--- src/rtl/mod_gen_pkg.sv ---
// Shared encodings and defaults for the mod_gen value generator.
package mod_gen_pkg;

  localparam logic [1:0] MOD_IDLE  = 2'd0;
  localparam logic [1:0] MOD_FIB   = 2'd1;
  localparam logic [1:0] MOD_TIMER = 2'd2;

  localparam int unsigned DATA_MAX_DEFAULT = 9999;

  typedef enum logic [1:0] {
    StIdle  = MOD_IDLE,
    StFib   = MOD_FIB,
    StTimer = MOD_TIMER
  } mod_state_e;

  // Slow-tick period in clk cycles for a given rate code.
  function automatic logic [31:0] tick_period(input int unsigned base, input logic [2:0] prog);
    return 32'(base) << prog;
  endfunction

endpackage

--- src/rtl/mod_gen_if.sv ---
// Command/status bundle between mod_gen and its driver (buttons in, display manager out).
interface mod_gen_if;

  logic [2:0]  prog_in;
  logic        update;
  logic        start_f;
  logic        start_t;
  logic        stop;
  logic [2:0]  prog;
  logic [1:0]  mod;
  logic [15:0] data_2;
  logic        tick;

  modport slave (
    input  prog_in, update, start_f, start_t, stop,
    output prog, mod, data_2, tick
  );

  modport master (
    output prog_in, update, start_f, start_t, stop,
    input  prog, mod, data_2, tick
  );

endinterface

--- src/rtl/mod_gen_tick_gen.sv ---
// Slow-tick enable generator: holds the rate code and strobes tick once per period.
module mod_gen_tick_gen
  import mod_gen_pkg::*;
#(
  parameter int unsigned TICK_BASE = 10_000_000
) (
  input  logic       clk,
  input  logic       rst,
  input  logic [2:0] prog_i,
  input  logic       update_i,
  input  logic       clr_i,
  output logic [2:0] prog_o,
  output logic       tick_o
);

  logic [31:0] cnt_q, cnt_d;
  logic [2:0]  prog_q, prog_d;
  logic        tick_q, tick_d;
  logic [31:0] period_d;

  // tick_q is high exactly while cnt_q sits at period-1, so it is decoded one edge early.
  always_comb begin
    prog_d = prog_q;
    if (update_i) begin
      prog_d = prog_i;
    end
    if (update_i || clr_i || tick_q) begin
      cnt_d = '0;
    end else begin
      cnt_d = cnt_q + 32'd1;
    end
    period_d = tick_period(TICK_BASE, prog_d);
    tick_d   = (cnt_d == period_d - 32'd1);
  end

  always_ff @(posedge clk or posedge rst) begin
    if (rst) begin
      cnt_q  <= '0;
      prog_q <= '0;
      tick_q <= 1'b0;
    end else begin
      cnt_q  <= cnt_d;
      prog_q <= prog_d;
      tick_q <= tick_d;
    end
  end

  assign prog_o = prog_q;
  assign tick_o = tick_q;

endmodule

--- src/rtl/mod_gen.sv ---
// Display value generator: Fibonacci or Timer stepped by a programmable slow tick.
// Define BTN_EDGE_EN to treat commands as raw button levels (synchronized, edge-detected).
module mod_gen
  import mod_gen_pkg::*;
#(
  parameter int unsigned TICK_BASE = 10_000_000,
  parameter int unsigned DATA_MAX  = DATA_MAX_DEFAULT
) (
  input  logic     clk,
  input  logic     rst,
  mod_gen_if.slave bus
);

  logic update_c, start_f_c, start_t_c, stop_c;

`ifdef BTN_EDGE_EN
  logic [3:0] btn_raw;
  logic [3:0] sync1_q, sync1_d;
  logic [3:0] sync2_q, sync2_d;
  logic [3:0] prev_q, prev_d;

  assign btn_raw = {bus.update, bus.start_f, bus.start_t, bus.stop};

  always_comb begin
    sync1_d = btn_raw;
    sync2_d = sync1_q;
    prev_d  = sync2_q;
  end

  always_ff @(posedge clk or posedge rst) begin
    if (rst) begin
      sync1_q <= '0;
      sync2_q <= '0;
      prev_q  <= '0;
    end else begin
      sync1_q <= sync1_d;
      sync2_q <= sync2_d;
      prev_q  <= prev_d;
    end
  end

  // One pulse per press, taken from the synchronized rising edge.
  assign {update_c, start_f_c, start_t_c, stop_c} = sync2_q & ~prev_q;
`else
  assign update_c  = bus.update;
  assign start_f_c = bus.start_f;
  assign start_t_c = bus.start_t;
  assign stop_c    = bus.stop;
`endif

  logic tick;
  logic cnt_clr;

  // A start suppressed by a simultaneous stop must not disturb the tick phase.
  assign cnt_clr = ~stop_c & (start_f_c | start_t_c);

  mod_gen_tick_gen #(
    .TICK_BASE(TICK_BASE)
  ) u_tick_gen (
    .clk     (clk),
    .rst     (rst),
    .prog_i  (bus.prog_in),
    .update_i(update_c),
    .clr_i   (cnt_clr),
    .prog_o  (bus.prog),
    .tick_o  (tick)
  );

  mod_state_e  state_q, state_d;
  logic [15:0] data_q, data_d;
  logic [15:0] a_q, a_d;
  logic [15:0] b_q, b_d;
  logic [15:0] fib_sum;

  assign fib_sum = a_q + b_q;

  always_comb begin
    state_d = state_q;
    data_d  = data_q;
    a_d     = a_q;
    b_d     = b_q;
    if (stop_c) begin
      state_d = StIdle;
      a_d     = 16'd0;
      b_d     = 16'd1;
    end else if (start_f_c) begin
      state_d = StFib;
      data_d  = 16'd0;
      a_d     = 16'd0;
      b_d     = 16'd1;
    end else if (start_t_c) begin
      state_d = StTimer;
      data_d  = 16'd0;
    end else if (tick) begin
      unique case (state_q)
        StFib: begin
          // A term that no longer fits on four digits restarts the sequence at 0.
          if (b_q > 16'(DATA_MAX)) begin
            data_d = 16'd0;
            a_d    = 16'd0;
            b_d    = 16'd1;
          end else begin
            data_d = b_q;
            a_d    = b_q;
            b_d    = fib_sum;
          end
        end
        StTimer: begin
          data_d = (data_q == 16'(DATA_MAX)) ? 16'd0 : data_q + 16'd1;
        end
        default: begin
        end
      endcase
    end
  end

  always_ff @(posedge clk or posedge rst) begin
    if (rst) begin
      state_q <= StIdle;
      data_q  <= '0;
      a_q     <= 16'd0;
      b_q     <= 16'd1;
    end else begin
      state_q <= state_d;
      data_q  <= data_d;
      a_q     <= a_d;
      b_q     <= b_d;
    end
  end

  assign bus.mod    = state_q;
  assign bus.data_2 = data_q;
  assign bus.tick   = tick;

endmodule

--- src/flat_wrapper.sv ---
// flat-port wrapper written by rule: the top's interface ports become plain ports
module mod_gen_flat import mod_gen_pkg::*;
#(
  parameter int unsigned TICK_BASE = 10_000_000,
  parameter int unsigned DATA_MAX  = DATA_MAX_DEFAULT
)
  (clk, rst, bus_prog_in, bus_update, bus_start_f, bus_start_t, bus_stop, bus_prog, bus_mod, bus_data_2, bus_tick);
  mod_gen_if bus_i ();
  input  logic clk;
  input  logic rst;
  input wire logic [$bits(bus_i.prog_in)-1:0] bus_prog_in;
  input wire logic [$bits(bus_i.update)-1:0] bus_update;
  input wire logic [$bits(bus_i.start_f)-1:0] bus_start_f;
  input wire logic [$bits(bus_i.start_t)-1:0] bus_start_t;
  input wire logic [$bits(bus_i.stop)-1:0] bus_stop;
  output wire logic [$bits(bus_i.prog)-1:0] bus_prog;
  output wire logic [$bits(bus_i.mod)-1:0] bus_mod;
  output wire logic [$bits(bus_i.data_2)-1:0] bus_data_2;
  output wire logic [$bits(bus_i.tick)-1:0] bus_tick;
  assign bus_i.prog_in = bus_prog_in;
  assign bus_i.update = bus_update;
  assign bus_i.start_f = bus_start_f;
  assign bus_i.start_t = bus_start_t;
  assign bus_i.stop = bus_stop;
  assign bus_prog = bus_i.prog;
  assign bus_mod = bus_i.mod;
  assign bus_data_2 = bus_i.data_2;
  assign bus_tick = bus_i.tick;
  mod_gen #(.TICK_BASE(TICK_BASE), .DATA_MAX(DATA_MAX)) u_core (.clk(clk), .rst(rst), .bus(bus_i));
endmodule
--- config.mk ---
export PLATFORM = sky130hd
export DESIGN_NAME = mod_gen_flat
export DESIGN_NICKNAME = d
export VERILOG_FILES = /design/src/rtl/mod_gen_pkg.sv /design/src/rtl/mod_gen_if.sv /design/src/rtl/mod_gen_tick_gen.sv /design/src/rtl/mod_gen.sv /design/src/flat_wrapper.sv
export SDC_FILE = /design/constraint.sdc
export NUM_CORES = 1
export LEC_CHECK = 0
export BUFFER_PORTS_ARGS = -buffer_cell sky130_fd_sc_hd__buf_2
export CORE_MARGIN = 10
export CORE_UTILIZATION = 62
export CTS_CLUSTER_DIAMETER = 80
export CTS_CLUSTER_SIZE = 20
export DETAILED_ROUTE_END_ITERATION = 10
export PLACE_DENSITY = 0.81
export SLEW_MARGIN = 0
export SYNTH_ARGS = -nofsm -noshare
export SYNTH_HDL_FRONTEND = slang
export SYNTH_SLANG_ARGS = --single-unit
--- constraint.sdc ---
create_clock -name clk -period 5 [get_ports clk]
set_input_delay 0.5 -clock clk [delete_from_list [all_inputs] [get_ports clk]]
set_output_delay 0.5 -clock clk [all_outputs]
set_load 0.005 [all_outputs]
=== Word level (Yosys, flattened, before mapping) ===
Cells that the tools add are included.

* Register bits after elaboration: 86
* Latch bits: 0
* RAM bits: 0
* ROM bits: 0
* Bits of input ports: 9
* Output and inout bits: 22
* Memories kept: 0

* Add/subtract/negate cells: 4
* Multiply operators: 0
* Divide/modulo/power cells: 0
* Order comparisons: 1
* Equal/unequal tests: 5
* Shift-type cells: 1
* Mux-type cells: 22
* Bitwise operators: 3
* Reductions and logical operators: 9

{| class="wikitable"
|+ Operator list
! kind !! number
|-
| 16-bit 2-to-1 mux || 16
|-
| 32-bit by 1-bit adder with 32-bit output (second input constant) || 1
|-
| 32-bit equality test || 1
|-
| 32-bit 2-to-1 mux || 1
|-
| 16-bit case mux with 2 select lines || 1
|-
| 24-bit by 3-bit left shift with 32-bit output (first input constant) || 1
|-
| 32-bit by 1-bit subtractor with 32-bit output (second input constant) || 1
|-
| 16-bit by 1-bit adder with 16-bit output (second input constant) || 1
|-
| 16-bit adder || 1
|-
| 16-bit by 14-bit equality test with 1-bit output (second input constant) || 1
|-
| 16-bit by 14-bit greater-than comparator with 1-bit output (second input constant) || 1
|-
| 3-bit nonzero test || 4
|-
| 2-bit 2-to-1 mux || 3
|-
| 3-bit AND reduction || 2
|-
| 4-bit nonzero test || 1
|-
| 3-bit 2-to-1 mux || 1
|-
| 3-bit by 2-bit != test with 1-bit output (second input constant) || 1
|-
| 2-bit by 1-bit equality test with 1-bit output (second input constant) || 1
|-
| 2-bit equality test (second input constant) || 1
|-
| 1-bit logical OR || 2
|-
| 1-bit AND || 1
|-
| 1-bit NOT || 1
|-
| 1-bit OR || 1
|}

=== Depth between registers and ports, before layout ===
Gate-level depths: netlist (run 1).

* Depth after elaboration: 7
* Gate-level depth with buffers: 15
* Gate-level depth less buffers: 14

=== By module ===
A second synthesis (run 1) with hierarchy kept.

* Cells, all modules: 645
* Area total of the unflattened synthesis: 5,783.0 sq um

{| class="wikitable"
|+ Modules (own cells, without submodules)
! module !! instances !! cells an instance !! area an instance (sq um)
|-
| mod_gen || 1 || 330 || 3,047.9
|-
| mod_gen_tick_gen || 1 || 315 || 2,735.1
|}

=== Worst setup path after synthesis (run 1) ===
Ideal clock, no wire load.

* Kind: input port to flip-flop
* Start point: input port bus_update
* End point: register u_core.u_tick_gen.tick_q (netlist: u_core.u_tick_gen.tick_o)
* Arrival time: 3,863 ps
* Required time: 4,889 ps
* Path slack: 1,026 ps
* Cell stages on the path: 15
* Path buffers: 1
* Cells stage by stage: mux2i_1 inv_1 ha_1 clkbuf_1 nand2_1 ha_1 inv_1 or4_1 xnor2_1 xnor2_1 o2111ai_1 or4_1 nor4b_2 o2111ai_1 a2111oi_2

* Word-level cells in the longest chain between the ends: 4
* Elaborated cells between the ends (all ways): 7

{| class="wikitable"
|+ RTL lines
! what !! RTL line !! RTL
|-
| start, declared || flat_wrapper.sv:12 || <nowiki>input wire logic [$bits(bus_i.update)-1:0] bus_update;</nowiki>
|-
| 3-bit 2-to-1 mux || mod_gen_tick_gen.sv:24 || <nowiki>if (update_i) begin</nowiki>
|-
| named net u_core.u_tick_gen.prog_d[0] || mod_gen_tick_gen.sv:17 || <nowiki>logic [2:0] prog_q, prog_d;</nowiki>
|-
| 24-bit by 3-bit left shift with 32-bit output || mod_gen_pkg.sv:18 || <nowiki>return 32'(base) << prog;</nowiki>
|-
| 32-bit by 1-bit subtractor with 32-bit output || mod_gen_tick_gen.sv:33 || <nowiki>tick_d = (cnt_d == period_d - 32'd1);</nowiki>
|-
| 32-bit equality test || mod_gen_tick_gen.sv:33 ||
|-
| named net u_core.u_tick_gen.tick_d || mod_gen_tick_gen.sv:18 || <nowiki>logic tick_q, tick_d;</nowiki>
|-
| end signal, assigned || mod_gen_tick_gen.sv:44 || <nowiki>tick_q <= tick_d;</nowiki>
|-
| end, declared || mod_gen_tick_gen.sv:18 ||
|}

The timed path passes the listed nets, and every way through them passes these cells.
A chain may end at the register's enable or synchronous reset.

=== Worst setup path after layout (run 1) ===
* Start point: register u_core.u_tick_gen.prog_q[0] (netlist: u_core.u_tick_gen.prog_o[0])
* End point: register u_core.u_tick_gen.tick_q (netlist: u_core.u_tick_gen.tick_o)

* Word-level cells in the longest chain between the ends: 4

{| class="wikitable"
|+ RTL lines
! what !! RTL line !! RTL
|-
| start, declared || mod_gen_tick_gen.sv:17 ||
|-
| start signal, assigned || mod_gen_tick_gen.sv:43 || <nowiki>prog_q <= prog_d;</nowiki>
|-
| 3-bit 2-to-1 mux || mod_gen_tick_gen.sv:24 ||
|-
| named net u_core.u_tick_gen.prog_d[0] || mod_gen_tick_gen.sv:17 ||
|-
| 24-bit by 3-bit left shift with 32-bit output || mod_gen_pkg.sv:18 ||
|-
| 32-bit by 1-bit subtractor with 32-bit output || mod_gen_tick_gen.sv:33 ||
|-
| 32-bit equality test || mod_gen_tick_gen.sv:33 ||
|-
| named net u_core.u_tick_gen.tick_d || mod_gen_tick_gen.sv:18 ||
|}

The timed path passes the listed nets, and every way through them passes these cells.

==> reports/metrics.cfg, run 1 <==
[outcome]
status=finished, final reports clean

[worst_setup_path]
crit_slowest_cell=or4_1
endpoint_kind=register
crit_type=register to register
cp_num_buf_inv=2
cp_slowest_stage_delay_ns=0.56
worstSetupStartpointType=register
cp_cell_sequence=mux2i_1, inv_1, ha_1, nand2_1, ha_1, inv_1, or4_1, xnor2_1, xnor2_1, o2111ai_1, or4_1, nor4b_2, o2111ai_1, a2111oi_2
path_max_fanout=8
crit_required_ns=5.25
crit_arrival_ns=4.43
critical_path.top_delay_family=simple AND/OR/NAND/NOR gates

[clocking]
clk_latency_ns=0.37
cts.sink_count=86
numCtsBuffers=9
cts_setup_buffers=0
cts_root_buf=clkbuf_8
clk_transition_reported_paths_ns=0.10
ctsHoldBuffers=0
cts_resized=0
clockBufferDepth=2
cts_tree=built
htree_num_levels=3

[sta]
drv_slew=0
hold_ws_ns=0.200
tightestPinTransition_ns=1.06
fin_crit_ns=4.18
setup_violations=0
grt_setup_unrepaired=false
tns_ns=0
hold_viol=0
fmax_ghz=0.239
period_share_pct=83.5
finClkSkew_ns=0.0161
worst_slew_margin_rel_pct=29.5

[layout]
nets=685
n_antenna_cell=0
final_util_pct=67.3
layoutNonFillerInstCount=764
area_delta_synth_final_pct=6.82
drive_above_1_share_pct=12.3
final_area_um2=6130
n_fill_cell=733

[drt]
vias=4958
vias_per_cell=6.49
first_pass_iters=5
routed_wl_mm=13.4
antenna_left=0
drtIter0Drc=479
wl_per_cell_um=17.6
drc_errors=0

[power_and_ir_drop]
power.density_nw_per_um2=219
power_frac_comb_pct=13.5
vdd_drop_max_v=0.000144
p_leak_nw=2.76
seq_power_share_pct=52.4
power_switching_mw=0.390
internal_power_mw=0.951
swShare_pct=29.1
clockPowerShare_pct=34.0

[grt]
grtUsageTotal_pct=20.7
grt_pass1_vias=4929
grt.overflow.total=0
grt_pass1_wl_mm=22.9
grt_max_degree=47
grt_antenna_before_repair=0

[synth]
syn-instance-count=628
synth_xor_area_share_pct=6.87
ys_top_cells_by_area=dfrtp_1 37%, ha_1 5.9%, xnor2_1 4.7%
syn_avg_cell_area_um2=9.14
yosys.cell_types.count=72
synth_seq_cells=86
synthFlopType=dfrtp_1
synth_top_family_by_area=simple AND/OR/NAND/NOR gates
yosys_warnings=0
syn-cell-area_um2=5740
synthesis.nets=665
synth_edf_count=0
ys_seq_area_share_pct=37.5
synth.area.mux_share_pct=3.01
yosys.area_share.simple_pct=23.8
yosysTopAreaCellShare_pct=37.1
yosysMostFrequentCell=dfrtp_1
synth_top_area_cell=dfrtp_1
synth_compound_gate_area_share_pct=19.3
synth.top_cells.by_count=85 x dfrtp_1, 56 x nand2_1, 46 x nor2_1
synth_fa_ha_area_share_pct=6.24
async_flop_share_pct=100

[floorplanning]
io_pins=31
core_um2=9110
die_width_um=116
start_util_pct=63.0
die_area_um2=13500
num_rows=35
die_y_um=116

[place]
portBuffers=30
postPlaceCellArea_um2=5960
place_inst=748
gp_congestion=0.903
dpl.hpwl_mm=9.83

[worst_hold_path]
hold_path.class=primary input to asynchronous set/reset pin

[flow_run]
cap_violations=0

## state kept, by name, indices dropped and copies added, names as in the netlist
register and flops:
u_core.a_q 16, u_core.b_q 16, u_core.bus.data_2 16, u_core.bus.mod 2, u_core.u_tick_gen.cnt_q 32, u_core.u_tick_gen.prog_o 3, u_core.u_tick_gen.tick_o 1
## layer usage
layer,GRT usage [%],wire [µm],vias up
li1,-,-,2389
met1,24.2,5740,2409
met2,36.3,6790,125
met3,3.18,530,35
met4,9.92,368,0
met5,0,0,-
## power by group through the flow
stage          Sequential [mW]  Clock (mW)  Combinational, mW
3_5_place_dp             0.717           0              0.180
2_1_floorplan            0.717           0              0.137
3_3_place_gp             0.717           0              0.176
5_1_grt                  0.704       0.499              0.201
4_1_cts                  0.703       0.466              0.181
6_report                 0.703       0.457              0.181
## through the flow
| stage | power, mW | setup WS (ns) |
|---|---|---|
| floorplan | 0.854 | 1.03 |
| finish | 1.34 | 0.823 |
| global placement | 0.892 | 0.636 |
| CTS | 1.35 | 0.852 |
| global route | 1.40 | 0.564 |
| detailed placement | 0.897 | 0.498 |
## logic make-up after synthesis
family | count (synthesis)
buffers and inverters | 45
flip-flops | 86
adder cells (fa/ha/maj) | 28
multiplexers | 17
AO/OA/AOI/OAI | 162
AND/OR/NAND/NOR | 245
XOR/XNOR | 45
## worst paths after layout
path | end | depth (start not counted) | slack (ns) | startpoint
max | u_core.u_tick_gen.tick_o | 14 | 0.82 | u_core.u_tick_gen.prog_o[0]
min | u_core.u_tick_gen.cnt_q[4] | 2 | 0.20 | rst
max reg2reg | u_core.u_tick_gen.tick_o | 14 | 0.82 | u_core.u_tick_gen.prog_o[0]
min reg2reg | u_core.a_q[14] | 1 | 0.50 | u_core.a_q[14]
max in group asynchronous | u_core.bus.data_2[0] | 3 | 3.76 | rst
min in group clk | u_core.bus.mod[1] | 2 | 0.40 | bus_start_f
## area by class of cell
cell class / instances / area [µm²] / share of cell area [%]
clock buffers: 10 / 128 / 2.08
clock inverters: 6 / 46.3 / 0.755
inverters: 18 / 68.8 / 1.12
multi-input cells: 497 / 3400 / 55.5
flip-flops and latches: 86 / 2150 / 35.1
well taps: 111 / 139 / 2.27
repair buffers: 36 / 195 / 3.18
## worst reg2reg max path: cells and delay by family (launching register included)
kind | cells | cell delay [ns]
and+or+nand+nor | 4 | 1.45
adders and majority gates | 2 | 0.58
muxes | 1 | 0.51
AOI/OAI and AO/OA | 3 | 0.51
DFF | 1 | 0.39
xor gates and xnor gates | 2 | 0.32
buffers and inverters | 2 | 0.30
## cells in the final DEF (no fill, tap or decap), drive strengths merged, types with 3 or more instances in the layout
master	synthesis	layout
nand4	12	12
or3	9	9
ha	27	27
a211oi	3	3
nand3	31	31
nor3	12	12
mux2i	15	15
and2	8	8
clkbuf	17	10
and3	14	14
nor4b	3	3
o31ai	13	13
buf	10	36
xor2	14	14
dfrtp	85	85
a22o	28	28
o311ai	4	4
a21oi	48	48
or4	13	13
nand2b	5	5
nor2	46	46
nor4	12	12
o21ai	32	32
or2	4	4
and4	5	5
a21o	6	6
nand4b	3	3
nor2b	3	3
clkinv	0	3
nand3b	3	3
xnor2	31	31
inv	18	19
nand2	56	56
o2111ai	3	3
(Power assumes the default switching activity.)
==> run 2: changes to the inputs <==
- clock period: 5 -> 4 ns (I/O delays scaled with it)
==> run 2 against run 1 <==
Effect of this change: non-clock buffer count is 11 higher; final area is 1.8% higher; worst setup slack worse by 0.46 ns; sequential share of layout area is 0.61 points lower; critical path depth stayed put; first-iteration DRC count is 0.84% lower; hold slack worse by 0.049 ns; flip-flop and latch count stayed put; die area stayed put; critical endpoint unchanged; largest power group unchanged.
==> reports/metrics.cfg, run 2 (synthesized netlist as in run 1, its figures left out) <==
[drt]
antenna_left=0  ; unchanged
vias_per_cell=6.48  ; about the same
drc_errors=0  ; unchanged
routed_wl_mm=13.8  ; +2.6%
first_pass_iters=5  ; unchanged
wl_per_cell_um=17.8  ; +1.1%
drtIter0Drc=475  ; -0.84%
vias=5025  ; +1.4%

[floorplanning]
die_width_um=116  ; unchanged
start_util_pct=63.0  ; unchanged
die_y_um=116  ; unchanged
core_um2=9110  ; unchanged
num_rows=35  ; unchanged
io_pins=31  ; unchanged
die_area_um2=13500  ; unchanged

[worst_setup_path]
worstSetupStartpointType=register
reg2reg_slack_ns=0.36  ; -0.46 ns
reg2reg_to=u_core.u_tick_gen.tick_o
endpoint_kind=register
startpoint=u_core.u_tick_gen.prog_o[0]
crit_required_ns=4.26  ; -0.99 ns
reg2reg_from=u_core.u_tick_gen.prog_o[0]
path_max_fanout=5  ; -3
crit_arrival_ns=3.90  ; -0.53 ns
worstRegToRegCells=14  ; unchanged
crit_type=register to register

[power_and_ir_drop]
vdd_drop_max_v=0.000219  ; +52%
power.density_nw_per_um2=277  ; +27%
power_switching_mw=0.491  ; +26%
power_frac_comb_pct=14.0  ; +0.5 points
internal_power_mw=1.24  ; +30%
p_leak_nw=2.83  ; +2.8%
seq_power_share_pct=50.9  ; -1.5 points
swShare_pct=28.4  ; -0.65 points
clockPowerShare_pct=35.1  ; +1.1 points

[layout]
final_common_cell=dfrtp_1
final_cell_mix=85 x dfrtp_1, 56 x nand2_1, 46 x nor2_1
nets=696  ; +1.6%
registers.top_by_ff_count=u_core.u_tick_gen.cnt_q
layoutNonFillerInstCount=775  ; +1.4%
drive_above_1_share_pct=14.0  ; +1.8 points
largest_reg_flops=32  ; unchanged
final_util_pct=68.5  ; +1.2 points
n_antenna_cell=0  ; unchanged
area_delta_synth_final_pct=8.70

[grt]
grt_max_degree=48  ; +2.1%
grt_pass1_vias=4953  ; +0.49%
grt.overflow.total=0  ; unchanged
grtUsageTotal_pct=21.2  ; +0.50 points
grt_antenna_before_repair=0  ; unchanged
grt_pass1_wl_mm=23.5  ; +2.6%

[place]
dpl.hpwl_mm=10.1  ; +2.5%
portBuffers=30  ; unchanged
gp_congestion=0.883  ; -2.2%
place_inst=759  ; +1.5%
dp_worst_setup_slack_ns=0.0865  ; -0.411 ns

[sta]
tns_ns=0  ; unchanged
fmax_ghz=0.275  ; +15%
hold_ws_ns=0.151  ; -0.0494 ns
grt_setup_unrepaired=false
tightestPinTransition_ns=0.899  ; -0.159 ns
hold_viol=0  ; unchanged
setup_violations=0  ; unchanged
fin_crit_ns=3.64  ; -0.539 ns
finClkSkew_ns=0.0143  ; -0.00180 ns
period_share_pct=91.0  ; +7.4 points
fin_ws_ns=0.362  ; -0.461 ns
drv_slew=0  ; unchanged
worst_slew_margin_rel_pct=39.7  ; +10 points

[clocking]
ctsHoldBuffers=0  ; unchanged
cts_root_buf=clkbuf_8
cts_tree=built
clk_latency_ns=0.37  ; about the same
htree_num_levels=3  ; unchanged
cts_setup_buffers=0  ; unchanged
clockBufferDepth=2  ; unchanged
numCtsBuffers=9  ; unchanged
clk_transition_reported_paths_ns=0.09  ; about the same
cts_resized=0  ; unchanged
cts.sink_count=86  ; unchanged

[flow_run]
cap_violations=0  ; unchanged

[worst_hold_path]
hold_path.class=primary input to asynchronous set/reset pin

[outcome]
status=finished, final reports clean

==> run 2: per-stage QoR <==
stage | instance area [µm²] | total power, mW
after floorplan | 5740 | 1.07
after global placement | 6040 | 1.13
after detailed placement | 6040 | 1.13
after CTS | 6230 | 1.73
after global routing | 6240 | 1.81
final | 6240 | 1.73
==> run 2: worst max-delay path by stage <==
stage	end	slack, ns	cells after the start
floorplan	u_core.u_tick_gen.tick_o	0.13	15
global placement	u_core.u_tick_gen.tick_o	0.19	15
detailed placement	u_core.u_tick_gen.tick_o	0.09	15
CTS	u_core.u_tick_gen.tick_o	0.31	14
global route	u_core.u_tick_gen.tick_o	0.05	14
finish	u_core.u_tick_gen.tick_o	0.36	14
==> run 2: layout make-up <==
cell class,instances,area (µm²)
flip-flops and latches,86,2150
clock buffers,11,151
clock inverters,5,40.0
well taps,111,139
inverters,18,68.8
repair buffers,47,278
fillers,724,2870
multi-input cells,497,3410
==> run 2: routing by layer <==
| layer | share of wire [%] | up-vias | global-route usage [%] |
|---|---|---|---|
| met2 | 48 | 159 | 35.8 |
| met1 | 43 | 2418 | 25.7 |
| met3 | 4.4 | 44 | 2.98 |
| met5 | 0 | - | 0 |
| li1 | - | 2404 | - |
| met4 | 4.2 | 0 | 11.2 |
==> run 2: critical path, stage by stage (launching register included) <==
cell and delay (ns):
dfrtp_1 0.38, mux2i_1 0.22, inv_1 0.16, ha_1 0.24, nand2_1 0.06, ha_1 0.19
inv_1 0.07, or4_1 0.57, xnor2_2 0.17, xnor2_1 0.14, o2111ai_1 0.10, or4_1 0.55
nor4b_2 0.28, o2111ai_1 0.18, a2111oi_2 0.23
==> run 2: power by group through the flow <==
stage               clock [mW]  combinational (mW)  sequential [mW]
CTS                      0.610               0.239            0.879
global placement             0               0.233            0.896
global route             0.658               0.268            0.880
detailed placement           0               0.238            0.896
floorplan                    0               0.171            0.896
finish                   0.606               0.242            0.879
